[src/rtl/dmem_arbiter_if.sv]
// dmem_arbiter_if: requester, response and memory-side signals of the data-memory arbiter
interface dmem_arbiter_if;
  logic        p0_req, p0_we, p0_gnt, p0_stall, p0_rvalid;
  logic [1:0]  p0_store;
  logic [2:0]  p0_load;
  logic [31:0] p0_addr, p0_wdata, p0_rdata;
  logic        p1_req, p1_lock, p1_we, p1_gnt, p1_rvalid;
  logic [31:0] p1_addr, p1_wdata, p1_rdata;
  logic        mem_we;
  logic [1:0]  mem_store;
  logic [2:0]  mem_load;
  logic [31:0] mem_wa, mem_wd, mem_rd;
  modport slave (
    input  p0_req, p0_we, p0_store, p0_load, p0_addr, p0_wdata,
    input  p1_req, p1_lock, p1_we, p1_addr, p1_wdata, mem_rd,
    output p0_gnt, p0_stall, p0_rvalid, p0_rdata, p1_gnt, p1_rvalid, p1_rdata,
    output mem_we, mem_wa, mem_wd, mem_store, mem_load
  );
  modport master (
    output p0_req, p0_we, p0_store, p0_load, p0_addr, p0_wdata,
    output p1_req, p1_lock, p1_we, p1_addr, p1_wdata, mem_rd,
    input  p0_gnt, p0_stall, p0_rvalid, p0_rdata, p1_gnt, p1_rvalid, p1_rdata,
    input  mem_we, mem_wa, mem_wd, mem_store, mem_load
  );
endinterface

[src/rtl/dmem_arbiter.sv]
// dmem_arbiter: fixed-priority two-port data-memory arbiter with port-1 starvation guard and burst lock
module dmem_arbiter #(
  parameter int STARVE_MAX = 8,
  parameter int CNT_W      = 4
) (
  input logic        clk,
  input logic        rst_n,
  dmem_arbiter_if.slave bus
);
  typedef enum logic {FREE, LOCK} state_t;
  state_t            state_q, state_d;
  logic [CNT_W-1:0]  cnt_q, cnt_d;
  logic              p0_rvalid_q, p0_rvalid_d, p1_rvalid_q, p1_rvalid_d;
  logic [31:0]       p0_rdata_q, p0_rdata_d, p1_rdata_q, p1_rdata_d;
  logic              starved, g0, g1;
  always_comb begin
    starved     = bus.p1_req && (cnt_q == CNT_W'(STARVE_MAX));
    // grants are forced low while reset is held
    g1          = rst_n && bus.p1_req && (state_q == LOCK || starved || !bus.p0_req);
    g0          = rst_n && state_q == FREE && bus.p0_req && !starved;
    state_d     = (g1 && bus.p1_lock) ? LOCK : FREE;
    cnt_d       = g1 ? '0 : (bus.p1_req && cnt_q != CNT_W'(STARVE_MAX)) ? cnt_q + 1'b1 : cnt_q;
    p0_rvalid_d = g0;
    p1_rvalid_d = g1;
    p0_rdata_d  = (g0 && !bus.p0_we) ? bus.mem_rd : p0_rdata_q;
    p1_rdata_d  = (g1 && !bus.p1_we) ? bus.mem_rd : p1_rdata_q;
  end
  assign bus.p0_gnt    = g0;
  assign bus.p1_gnt    = g1;
  assign bus.p0_stall  = bus.p0_req && !g0;
  assign bus.p0_rvalid = p0_rvalid_q;
  assign bus.p1_rvalid = p1_rvalid_q;
  assign bus.p0_rdata  = p0_rdata_q;
  assign bus.p1_rdata  = p1_rdata_q;
  assign bus.mem_we    = g0 ? bus.p0_we : (g1 && bus.p1_we);
  assign bus.mem_wa    = g0 ? bus.p0_addr : g1 ? bus.p1_addr : '0;
  assign bus.mem_wd    = g0 ? bus.p0_wdata : g1 ? bus.p1_wdata : '0;
  assign bus.mem_store = g0 ? bus.p0_store : 2'b00;
  assign bus.mem_load  = g0 ? bus.p0_load : 3'b000;
  always_ff @(posedge clk or negedge rst_n) begin
    if (!rst_n) begin
      state_q     <= FREE;
      cnt_q       <= '0;
      p0_rvalid_q <= 1'b0;
      p1_rvalid_q <= 1'b0;
      p0_rdata_q  <= '0;
      p1_rdata_q  <= '0;
    end else begin
      state_q     <= state_d;
      cnt_q       <= cnt_d;
      p0_rvalid_q <= p0_rvalid_d;
      p1_rvalid_q <= p1_rvalid_d;
      p0_rdata_q  <= p0_rdata_d;
      p1_rdata_q  <= p1_rdata_d;
    end
  end
endmodule

[src/flat_wrapper.sv]
// flat-port wrapper written by rule: the top's interface ports become plain ports
module dmem_arbiter_flat 
#(
  parameter int STARVE_MAX = 8,
  parameter int CNT_W      = 4
)
  (clk, rst_n, bus_p0_req, bus_p0_we, bus_p0_store, bus_p0_load, bus_p0_addr, bus_p0_wdata, bus_p1_req, bus_p1_lock, bus_p1_we, bus_p1_addr, bus_p1_wdata, bus_mem_rd, bus_p0_gnt, bus_p0_stall, bus_p0_rvalid, bus_p0_rdata, bus_p1_gnt, bus_p1_rvalid, bus_p1_rdata, bus_mem_we, bus_mem_wa, bus_mem_wd, bus_mem_store, bus_mem_load);
  dmem_arbiter_if bus_i ();
  input logic clk;
  input logic rst_n;
  input wire logic [$bits(bus_i.p0_req)-1:0] bus_p0_req;
  input wire logic [$bits(bus_i.p0_we)-1:0] bus_p0_we;
  input wire logic [$bits(bus_i.p0_store)-1:0] bus_p0_store;
  input wire logic [$bits(bus_i.p0_load)-1:0] bus_p0_load;
  input wire logic [$bits(bus_i.p0_addr)-1:0] bus_p0_addr;
  input wire logic [$bits(bus_i.p0_wdata)-1:0] bus_p0_wdata;
  input wire logic [$bits(bus_i.p1_req)-1:0] bus_p1_req;
  input wire logic [$bits(bus_i.p1_lock)-1:0] bus_p1_lock;
  input wire logic [$bits(bus_i.p1_we)-1:0] bus_p1_we;
  input wire logic [$bits(bus_i.p1_addr)-1:0] bus_p1_addr;
  input wire logic [$bits(bus_i.p1_wdata)-1:0] bus_p1_wdata;
  input wire logic [$bits(bus_i.mem_rd)-1:0] bus_mem_rd;
  output wire logic [$bits(bus_i.p0_gnt)-1:0] bus_p0_gnt;
  output wire logic [$bits(bus_i.p0_stall)-1:0] bus_p0_stall;
  output wire logic [$bits(bus_i.p0_rvalid)-1:0] bus_p0_rvalid;
  output wire logic [$bits(bus_i.p0_rdata)-1:0] bus_p0_rdata;
  output wire logic [$bits(bus_i.p1_gnt)-1:0] bus_p1_gnt;
  output wire logic [$bits(bus_i.p1_rvalid)-1:0] bus_p1_rvalid;
  output wire logic [$bits(bus_i.p1_rdata)-1:0] bus_p1_rdata;
  output wire logic [$bits(bus_i.mem_we)-1:0] bus_mem_we;
  output wire logic [$bits(bus_i.mem_wa)-1:0] bus_mem_wa;
  output wire logic [$bits(bus_i.mem_wd)-1:0] bus_mem_wd;
  output wire logic [$bits(bus_i.mem_store)-1:0] bus_mem_store;
  output wire logic [$bits(bus_i.mem_load)-1:0] bus_mem_load;
  assign bus_i.p0_req = bus_p0_req;
  assign bus_i.p0_we = bus_p0_we;
  assign bus_i.p0_store = bus_p0_store;
  assign bus_i.p0_load = bus_p0_load;
  assign bus_i.p0_addr = bus_p0_addr;
  assign bus_i.p0_wdata = bus_p0_wdata;
  assign bus_i.p1_req = bus_p1_req;
  assign bus_i.p1_lock = bus_p1_lock;
  assign bus_i.p1_we = bus_p1_we;
  assign bus_i.p1_addr = bus_p1_addr;
  assign bus_i.p1_wdata = bus_p1_wdata;
  assign bus_i.mem_rd = bus_mem_rd;
  assign bus_p0_gnt = bus_i.p0_gnt;
  assign bus_p0_stall = bus_i.p0_stall;
  assign bus_p0_rvalid = bus_i.p0_rvalid;
  assign bus_p0_rdata = bus_i.p0_rdata;
  assign bus_p1_gnt = bus_i.p1_gnt;
  assign bus_p1_rvalid = bus_i.p1_rvalid;
  assign bus_p1_rdata = bus_i.p1_rdata;
  assign bus_mem_we = bus_i.mem_we;
  assign bus_mem_wa = bus_i.mem_wa;
  assign bus_mem_wd = bus_i.mem_wd;
  assign bus_mem_store = bus_i.mem_store;
  assign bus_mem_load = bus_i.mem_load;
  dmem_arbiter #(.STARVE_MAX(STARVE_MAX), .CNT_W(CNT_W)) u_core (.clk(clk), .rst_n(rst_n), .bus(bus_i));
endmodule
[config.mk]
export PLATFORM = sky130hd
export DESIGN_NAME = dmem_arbiter_flat
export DESIGN_NICKNAME = d
export VERILOG_FILES = /design/src/rtl/dmem_arbiter_if.sv /design/src/rtl/dmem_arbiter.sv /design/src/flat_wrapper.sv
export SDC_FILE = /design/constraint.sdc
export NUM_CORES = 1
export LEC_CHECK = 0
export ABC_AREA = 1
export BUFFER_PORTS_ARGS = -buffer_cell sky130_fd_sc_hd__clkbuf_2
export CORE_AREA = 2 2 120 122
export CTS_CLUSTER_DIAMETER = 60
export DETAILED_ROUTE_END_ITERATION = 8
export DIE_AREA = 0 0 122 124
export MAX_ROUTING_LAYER = met4
export PLACE_DENSITY = 0.74
export SLEW_MARGIN = 25
export SYNTH_ARGS = -nofsm -noshare
export SYNTH_HDL_FRONTEND = slang
export SYNTH_SLANG_ARGS = --single-unit
[constraint.sdc]
create_clock -name clk -period 1.8 [get_ports clk]
set_input_delay 0.18 -clock clk [delete_from_list [all_inputs] [get_ports clk]]
set_output_delay 0.18 -clock clk [all_outputs]
set_load 0.01 [all_outputs]
==> metrics.txt, run 1 <==
Synth Cell Area=between 3000 and 4000 µm²; antenna viol nets, final=0; DRC=0; Final Cycle Share=1.07; yosys synthesis warning count=0; routability cong.=between 0.8 and 0.9; clk slew on worst S/H paths=~0.050 ns; commonest non-fill, non-tap cell in the layout=clkbuf_2; fin util=0.495; post-synth net total=728; all-layer global routing usage=0.228; number of global-route vias before repair=between 4,000 and 5,000; Unique masters post-synth=19; 1st-pass router iterations=5; Iteration-0 DRC Markers=~420; post-route insts no fill=approximately 1,100; Peak VDD IR=around 0.47 mV; die footprint=15,100 µm²; I/O pins=slightly above 300; P&R area growth vs syn=71.1%; clock latency at the later pin of the worst-skew pair=~0.34 ns; Die X=approximately 120 µm; CP Data Required Time=between 1.5 and 2 ns; register bit total from synthesis=71; max_slew headroom=0.401; clock buffer depth=2; Core Area=~14,000 µm²; crit path cell chain=inv_2 > ha_4 > nand4_4 > nand2_8 > buf_12 > buf_6 > nand3_2 > nand2_1 > buf_2; total number of vias=5,263; total number of H-tree levels=3; area of placed instances=around 5800 µm²; post-synth top area share=0.448; Fin Setup TNS=-8.90 ns; Critical Setup Path Class=reg2out; CP max FO=8; Die H=around 120 µm; Worst path slowest cell=dfrtp_1; first-pass GRT wire length=25,400 µm; RSZ-0062 raised after global routing=true; layout cells sized above 1=0.478; CP max stage delay=roughly 0.38 ns; register area share after synthesis=0.448; P per Cell Area=slightly below 900 nW/µm²; Post-Syn Instances=approximately 550; failing checks=setup timing; Mean Syn Cell Area=7.16 µm²; Via density=roughly 4.9; status=finished, violations left; Final Hold Viols=0; Cell Rows=between 40 and 50; fmax=between 500 and 600 MHz; Post-Route Hold Slack=slightly below 0.05 ns; Root Buffer=clkbuf_16; Finished Cell Area=roughly 6800 µm²; most frequent cells in the layout=267 x clkbuf_2, 258 x nand2_1, 71 x dfrtp_1; routed wire length=around 19,000 µm; initial antenna violation count=5; leakage power=roughly 4.0 nW; element type at the critical path start=register; Worst EP arrival=1.75 ns; nets=roughly 1,100; worst setup margin=-0.128 ns; Hold Path Origin=bus_p1_lock; Slew @ Worst Pin=about 0.90 ns; Num CTS Buffers=9; min Tclk post-route=1.93 ns; Min-Delay Path Class=in2reg; placed insts=around 1,000; grt total ovfl=0; Port Buffers=just over 300; Final setup violation count=around 130; Sink Count=just over 70; largest net degree at the start of global routing=70; CTS tree=yes; wire per inst=roughly 18 µm; Crit. Startpoint=u_core.cnt_q[0]; Worst R2R Start=u_core.cnt_q[0]; hpwl dp=~13,000 µm; Max Cap Violations=0; cell taking the most area after synthesis=dfrtp_1; Max Slew Vio Count=0; starting density of the core=0.289; Layout Skew=about 0.012 ns; most area-consuming cells after synthesis=dfrtp_1 45%, nand2_1 25%, nand4_1 10%; crit path capture type=output port
layout make-up:
| cell class | count | area [µm²] |
|---|---|---|
| Fill cell | 1344 | 6930 |
| Timing Repair Buffer | 366 | 2350 |
| Multi-Input combinational cell | 422 | 2080 |
| Sequential cell | 71 | 1780 |
| Clock buffer | 9 | 225 |
| Tap cell | 180 | 225 |
| Inverter | 16 | 68.8 |
| Clock inverter | 6 | 46.3 |
| Antenna cell | 5 | 12.5 |
worst max-delay path, delay by kind of cell (launching register included):
| family | cells | cell delay (ns) |
|---|---|---|
| adders and majority gates | 1 | 0.15 |
| buffers and inverters | 4 | 0.45 |
| DFF | 1 | 0.38 |
| and+or+nand+nor | 4 | 0.44 |
report_power, final:
| part | leakage (nW) | total (mW) | internal, mW | switching (mW) |
|---|---|---|---|---|
| Combinational | 3.01 | 2.16 | 0.966 | 1.20 |
| Sequential | 0.893 | 2.18 | 1.96 | 0.227 |
| Clock | 0.128 | 1.63 | 0.931 | 0.702 |
per-stage QoR:
| step | worst slack (ns) | total power [mW] |
|---|---|---|
| 2_1_floorplan | 0.144 | 3.06 |
| 3_3_place_gp | 0.0368 | 4.00 |
| 3_5_place_dp | 0.0148 | 4.03 |
| 4_1_cts | -0.119 | 5.90 |
| 5_1_grt | -0.226 | 6.34 |
| 6_report | -0.128 | 5.98 |
logic make-up after synthesis:
family          share of synthesized area
flops                               0.448
buf+inv                            0.0735
simple gates                        0.468
fa+ha+maj                         0.00631
compound gates                    0.00410
cells in the mapped netlist (all sizes together):
master and instances:
a31oi 1, buf 27, clkbuf 18, clkinv 1, dfrtp 71, ha 2, inv 15, nand2 267
nand3 72, nand4 66, nor2 11, nor3b 1, o21ai 2
what timing repair did:
item | CTS | global route
resized for setup | 28 | 83
endpoints found under the hold margin | 2 | 0
setup endpoints to repair | 70 | 137
pin swaps | 20 | 20
hold buffers | 1 | 0
buffers inserted | 13 | 4
gates cloned | 5 | 10
sequential cells by signal, summed over array words and instances (netlist names):
register / flops
u_core.cnt_q: 4
u_core.bus.p1_rvalid: 1
u_core.bus.p0_rvalid: 1
u_core.state_q: 1
u_core.bus.p0_rdata: 32
u_core.bus.p1_rdata: 32
metal layers:
| layer | part of all wire | GRT usage | routed length (µm) | vias to the layer above |
|---|---|---|---|---|
| met2 | 0.51 | 0.375 | 9690 | 284 |
| met3 | 0.085 | 0.0426 | 1600 | 20 |
| met1 | 0.38 | 0.274 | 7280 | 2452 |
| li1 | - | - | - | 2507 |
| met5 | 0 | - | 0 | - |
| met4 | 0.020 | 0.0984 | 388 | 0 |
worst paths after layout:
kind                                            to  slack (ns)  cells after the start
setup / recovery                    bus_mem_wa[26]       -0.13                      9
hold / removal                      u_core.state_q        0.05                      3
hold reg to reg             u_core.bus.p1_rdata[6]        0.47                      2
max in group asynchronous  u_core.bus.p0_rdata[26]        1.10                      2
min in group asynchronous   u_core.bus.p1_rdata[0]        0.08                      2
setup reg to reg            u_core.bus.p0_rdata[8]       -0.08                     11
(Power assumes the default switching activity.)
==> run 2: changes to the inputs <==
==> constraint.sdc (replaced) <==
create_clock -name clk -period 1.8 [get_ports clk]
set_input_delay 0.18 -clock clk [delete_from_list [all_inputs] [get_ports clk]]
set_output_delay 0.18 -clock clk [all_outputs]
set_load 0.005 [all_outputs]
==> metrics.txt, run 2 (synthesis gave the netlist of run 1 again) <==
Max Cap Violations=0; DRC=0; Post-Route Hold Slack=between 0.04 and 0.05 ns; Critical Setup Path Class=reg2out; clk slew on worst S/H paths=~0.060 ns; Root Buffer=clkbuf_16; starting density of the core=0.289; max_slew headroom=0.424; initial antenna violation count=3; P&R area growth vs syn=62.7%; most frequent cells in the layout=305 x clkbuf_2, 261 x nand2_1, 71 x dfrtp_1; Final Cycle Share=1.07; clock latency at the later pin of the worst-skew pair=about 0.33 ns; Cell Rows=43; Num CTS Buffers=9; net switching power=around 1.9 mW; largest net degree at the start of global routing=69; Slew @ Worst Pin=just under 0.9 ns; number of global-route vias before repair=between 4,000 and 5,000; Die H=between 100 and 150 µm; CP Data Required Time=around 1.6 ns; 1st-pass router iterations=5; grt total ovfl=0; layout cells sized above 1=0.448; CP max FO=26; Port Buffers=310; total number of H-tree levels=3; Iteration-0 DRC Markers=between 400 and 500; Worst Setup Slack post-DPL=between 0.02 and 0.025 ns; first-pass GRT wire length=between 20,000 and 30,000 µm; P per Cell Area=907 nW/µm²; worst setup margin=-0.134 ns; routability cong.=roughly 0.89; Die X=roughly 120 µm; Peak VDD IR=0.404 mV; nets=approximately 1,000; crit path capture type=output port; commonest non-fill, non-tap cell in the layout=clkbuf_2; Via density=4.97; Comb power frac=0.317; RSZ-0062 raised after global routing=true; Max Slew Vio Count=0; Final Hold Viols=0; wire per inst=16.9 µm; sequential power share=0.372; CTS tree=yes; routed wire length=17,900 µm; Final setup violation count=68; die footprint=~15,000 µm²; antenna viol nets, final=0; status=finished, violations left; Layout Skew=about 0.0052 ns; Worst EP arrival=between 1.5 and 2 ns; fmax=between 500 and 600 MHz; Power Total=5.85 mW; hpwl dp=12,700 µm; Min-Delay Path Class=in2reg; total number of vias=roughly 5,300; Sw Ratio=0.326; Core Area=~14,000 µm²; clock power share=0.311; clock buffer depth=2; I/O pins=a little over 300; internal power=roughly 3.9 mW; leakage power=3.88 nW; all-layer global routing usage=0.223; failing checks=setup timing; Sink Count=between 70 and 80; min Tclk post-route=between 1.5 and 2 ns; element type at the critical path start=register
-- run 2: cell count changes in the layout (fill, tap and decap cells not counted), moves of 3 or more --
cell / delta
buf_2: -36
nand3_2: -17
clkbuf_16: -3
clkbuf_2: +38
nand2_1: +3
buf_12: -7
buf_6: -8
nand3_1: +17
nand2_2: -3
-- run 2: power groups by stage --
stage / clock, mW / combinational [mW] / sequential [mW]
finish: 1.82 / 1.86 / 2.17
global route: 1.93 / 2.07 / 2.22
CTS: 1.86 / 1.77 / 2.17
detailed placement: 0 / 1.61 / 2.20
global placement: 0 / 1.59 / 2.19
floorplan: 0 / 0.683 / 2.21
-- run 2: critical path: stages, from the launching register on --
cell and delay, ns:
dfrtp_1 0.39, inv_2 0.08, ha_4 0.14, nand4_4 0.15, nand2_2 0.14, inv_4 0.07
clkbuf_16 0.20, nand2_1 0.07, nand2_1 0.04, clkbuf_2 0.13
-- run 2: per-stage QoR --
stage,utilization,TNS [ns],instances,area (µm²)
final,0.470,-6.04,1060,6450
after global routing,0.470,-12.01,1060,6450
after CTS,0.457,-6.65,1049,6270
after detailed placement,0.417,0,1021,5720
after global placement,0.417,0,1021,5720
after floorplan,-,0,554,3970
-- run 2: timing repair --
item | 4_1_cts | 5_1_grt
setup endpoints to repair | 69 | 98
gates resized for setup | 24 | 16
endpoints found under the hold margin | 3 | 0
buffers inserted | 7 | 4
gates cloned | 4 | 4
hold buffers | 1 | 0
pin swaps | 11 | 5
-- run 2: cell type report --
cell class	instances	area (µm²)
timing repair buffer	351	2060
sequential	71	1780
antenna	3	7.51
multi-input combinational	423	2010
clock buffer	10	239
tap	180	225
clock inverter	6	67.6
inverter	16	66.3
fill	1437	7270
-- run 2: final timing paths --
path | depth (start not counted) | start | endpoint | slack, ns
min in group asynchronous | 2 | rst_n | u_core.state_q | 0.07
worst max register to register | 9 | u_core.cnt_q[0] | u_core.bus.p0_rdata[6] | 0.12
max in group asynchronous | 2 | rst_n | u_core.bus.p0_rvalid | 1.15
worst min-delay path | 3 | bus_p1_lock | u_core.state_q | 0.05
worst min register to register | 2 | u_core.bus.p1_rdata[22] | u_core.bus.p1_rdata[22] | 0.47
worst max-delay path | 9 | u_core.cnt_q[0] | bus_mem_wd[16] | -0.13
-- run 2: layer usage --
metal	global-route usage	up-vias	part of all wire
li1	-	2479	-
met1	0.291	2469	0.40
met2	0.345	302	0.49
met3	0.0449	23	0.087
met4	0.0826	0	0.020
met5	-	-	0
==> run 3: changes to the inputs <==
--- a/config.mk
+++ b/config.mk
@@ -13,6 +13,7 @@
 export DIE_AREA = 0 0 122 124
 export MAX_ROUTING_LAYER = met4
 export PLACE_DENSITY = 0.74
+export SETUP_SLACK_MARGIN = 0.15
 export SLEW_MARGIN = 25
 export SYNTH_ARGS = -nofsm -noshare
 export SYNTH_HDL_FRONTEND = slang
==> constraint.sdc (replaced) <==
create_clock -name clk -period 2.4 [get_ports clk]
set_input_delay 0.24 -clock clk [delete_from_list [all_inputs] [get_ports clk]]
set_output_delay 0.24 -clock clk [all_outputs]
set_load 0.005 [all_outputs]
==> metrics.txt, run 3 (synthesis gave the netlist of run 1 again) <==
FF/Latch Area=approximately 1800 µm²; first-pass GRT wire length=around 24,000 µm; Worst R2R Start=u_core.cnt_q[0]; die footprint=~15,000 µm²; Hold Path Origin=bus_p1_lock; Max Slew Vio Count=0; P per Cell Area=~720 nW/µm²; wire per inst=16.8 µm; grt total ovfl=0; WHS Path Cells=3; largest net degree at the start of global routing=between 70 and 80; reg2reg path depth=9; most frequent cells in the layout=308 x clkbuf_2, 264 x nand2_1, 71 x nand3_1, 71 x dfrtp_1, 65 x nand4_1; Iteration-0 DRC Markers=403; Slew @ Worst Pin=a little under 0.9 ns; Fin Setup TNS=0 ns; commonest non-fill, non-tap cell in the layout=clkbuf_2; Critical Setup Path Class=reg2out; max_slew headroom=0.410; status=finished clean; initial antenna violation count=5; Peak VDD IR=between 0.3 and 0.4 mV; Cell Rows=43; fill count=between 1,000 and 1,500; fmax=about 450 MHz; clock buffer depth=2; Via density=about 4.8; Max Cap Violations=0; DRC=0; element type at the critical path start=register; I/O pins=~310; number of global-route vias before repair=approximately 4,400; Port Buffers=310; antenna viol nets, final=0; Die X=~120 µm; RSZ-0062 raised after global routing=true; routability cong.=approximately 0.84; all-layer global routing usage=0.218; Sink Count=around 70; Worst EP arrival=approximately 2.0 ns; Root Buffer=clkbuf_16; Power Total=between 4 and 5 mW; crit path capture type=output port; Core Area=13,700 µm²; 1st-pass router iterations=5; flop-to-flop setup slack=around 0.44 ns; min Tclk post-route=between 2 and 2.5 ns; total number of vias=~5,000; clock latency at the later pin of the worst-skew pair=0.33 ns; Hold EP=u_core.state_q; multi-input logic area=1930 µm²; crit path cell chain=inv_1 > ha_2 > nand4_4 > nand2_8 > buf_16 > nand3_1 > nand2_1 > clkbuf_2; P&R area growth vs syn=55.5%; starting density of the core=0.289; CP max stage delay=0.41 ns; CP max FO=26; Num CTS Buffers=9; Worst path slowest cell=dfrtp_1; Final setup violation count=0; Final Hold Viols=0; Layout Skew=~0.0076 ns; CTS tree=yes; Final Cycle Share=0.926; total number of H-tree levels=3; nets=slightly above 1,000; layout cells sized above 1=0.415; leakage power=approximately 3.8 nW; Die H=approximately 120 µm; hpwl dp=12,600 µm; CP Data Required Time=between 2 and 2.5 ns; Post-CTS Setup Inserts=0; Min-Delay Path Class=in2reg; r2r endpoint=u_core.bus.p1_rdata[17]; clk slew on worst S/H paths=about 0.060 ns; routed wire length=about 17,000 µm
## run 3: changes by cell type in the layout (fill, tap and decap cells not counted), moves of 3 or more
cell,delta
nand2_1,+3
nand3_1,+6
inv_1,+3
clkbuf_2,+3
buf_4,-13
nand3_2,-5
nand2_2,-3
nor2_2,-3
buf_6,-7
nor2_1,+3
## run 3: critical path: cells and delay by family (launching register included)
kind	cells	cell delay, ns
simple gates	4	0.63
flops	1	0.41
fa+ha+maj	1	0.22
buf+inv	3	0.39
## run 3: layer usage
layer / global-route usage / vias up / wire (µm) / share of wire
li1: - / 2432 / - / -
met1: 0.273 / 2271 / 6710 / 0.39
met2: 0.328 / 264 / 8710 / 0.50
met3: 0.0609 / 29 / 1610 / 0.092
met4: 0.0955 / 0 / 384 / 0.022
met5: - / - / 0 / 0
## run 3: final cells by class
class	instances	share of cell area
Inverter	16	0.00994
Clock buffer	10	0.0371
Multi-Input combinational cell	422	0.313
Sequential cell	71	0.288
Antenna cell	5	0.00203
Tap cell	180	0.0365
Clock inverter	6	0.0189
Timing Repair Buffer	329	0.295
## run 3: power by group
part           switching (mW)  internal (mW)
combinational           0.684          0.560
clock                   0.512           1.02
sequential              0.176           1.47
total                    1.37           3.05
## run 3: how the worst max path moves through the flow
stage	slack (ns)	endpoint	cells after the start	start
6_report	0.18	bus_mem_wa[8]	8	u_core.cnt_q[0]
3_3_place_gp	0.46	bus_mem_we	8	u_core.cnt_q[0]
5_1_grt	0.09	bus_mem_wa[12]	8	u_core.cnt_q[1]
3_5_place_dp	0.47	bus_mem_we	8	u_core.cnt_q[0]
4_1_cts	0.13	bus_p1_gnt	8	u_core.cnt_q[0]
2_1_floorplan	0.71	bus_mem_wa[11]	8	u_core.cnt_q[0]
## run 3: what timing repair did
item | in CTS | in global routing
endpoints found under the hold margin | 1 | 0
hold buffers | 1 | 0
gates resized for setup | 1 | 8
setup endpoints to repair | 1 | 66
gates cloned | 1 | 2
## run 3: through the flow
| stage | util | hold slack, ns | setup slack [ns] | instances | cell area (µm²) |
|---|---|---|---|---|---|
| after global routing | 0.450 | 0.133 | 0.0880 | 1039 | 6170 |
| after global placement | 0.414 | 0.0408 | 0.456 | 1014 | 5680 |
| final | 0.450 | 0.127 | 0.177 | 1039 | 6170 |
| after floorplan | - | -0.0556 | 0.715 | 554 | 3970 |
| after CTS | 0.443 | 0.125 | 0.128 | 1032 | 6080 |
| after detailed placement | 0.414 | 0.0413 | 0.468 | 1014 | 5680 |
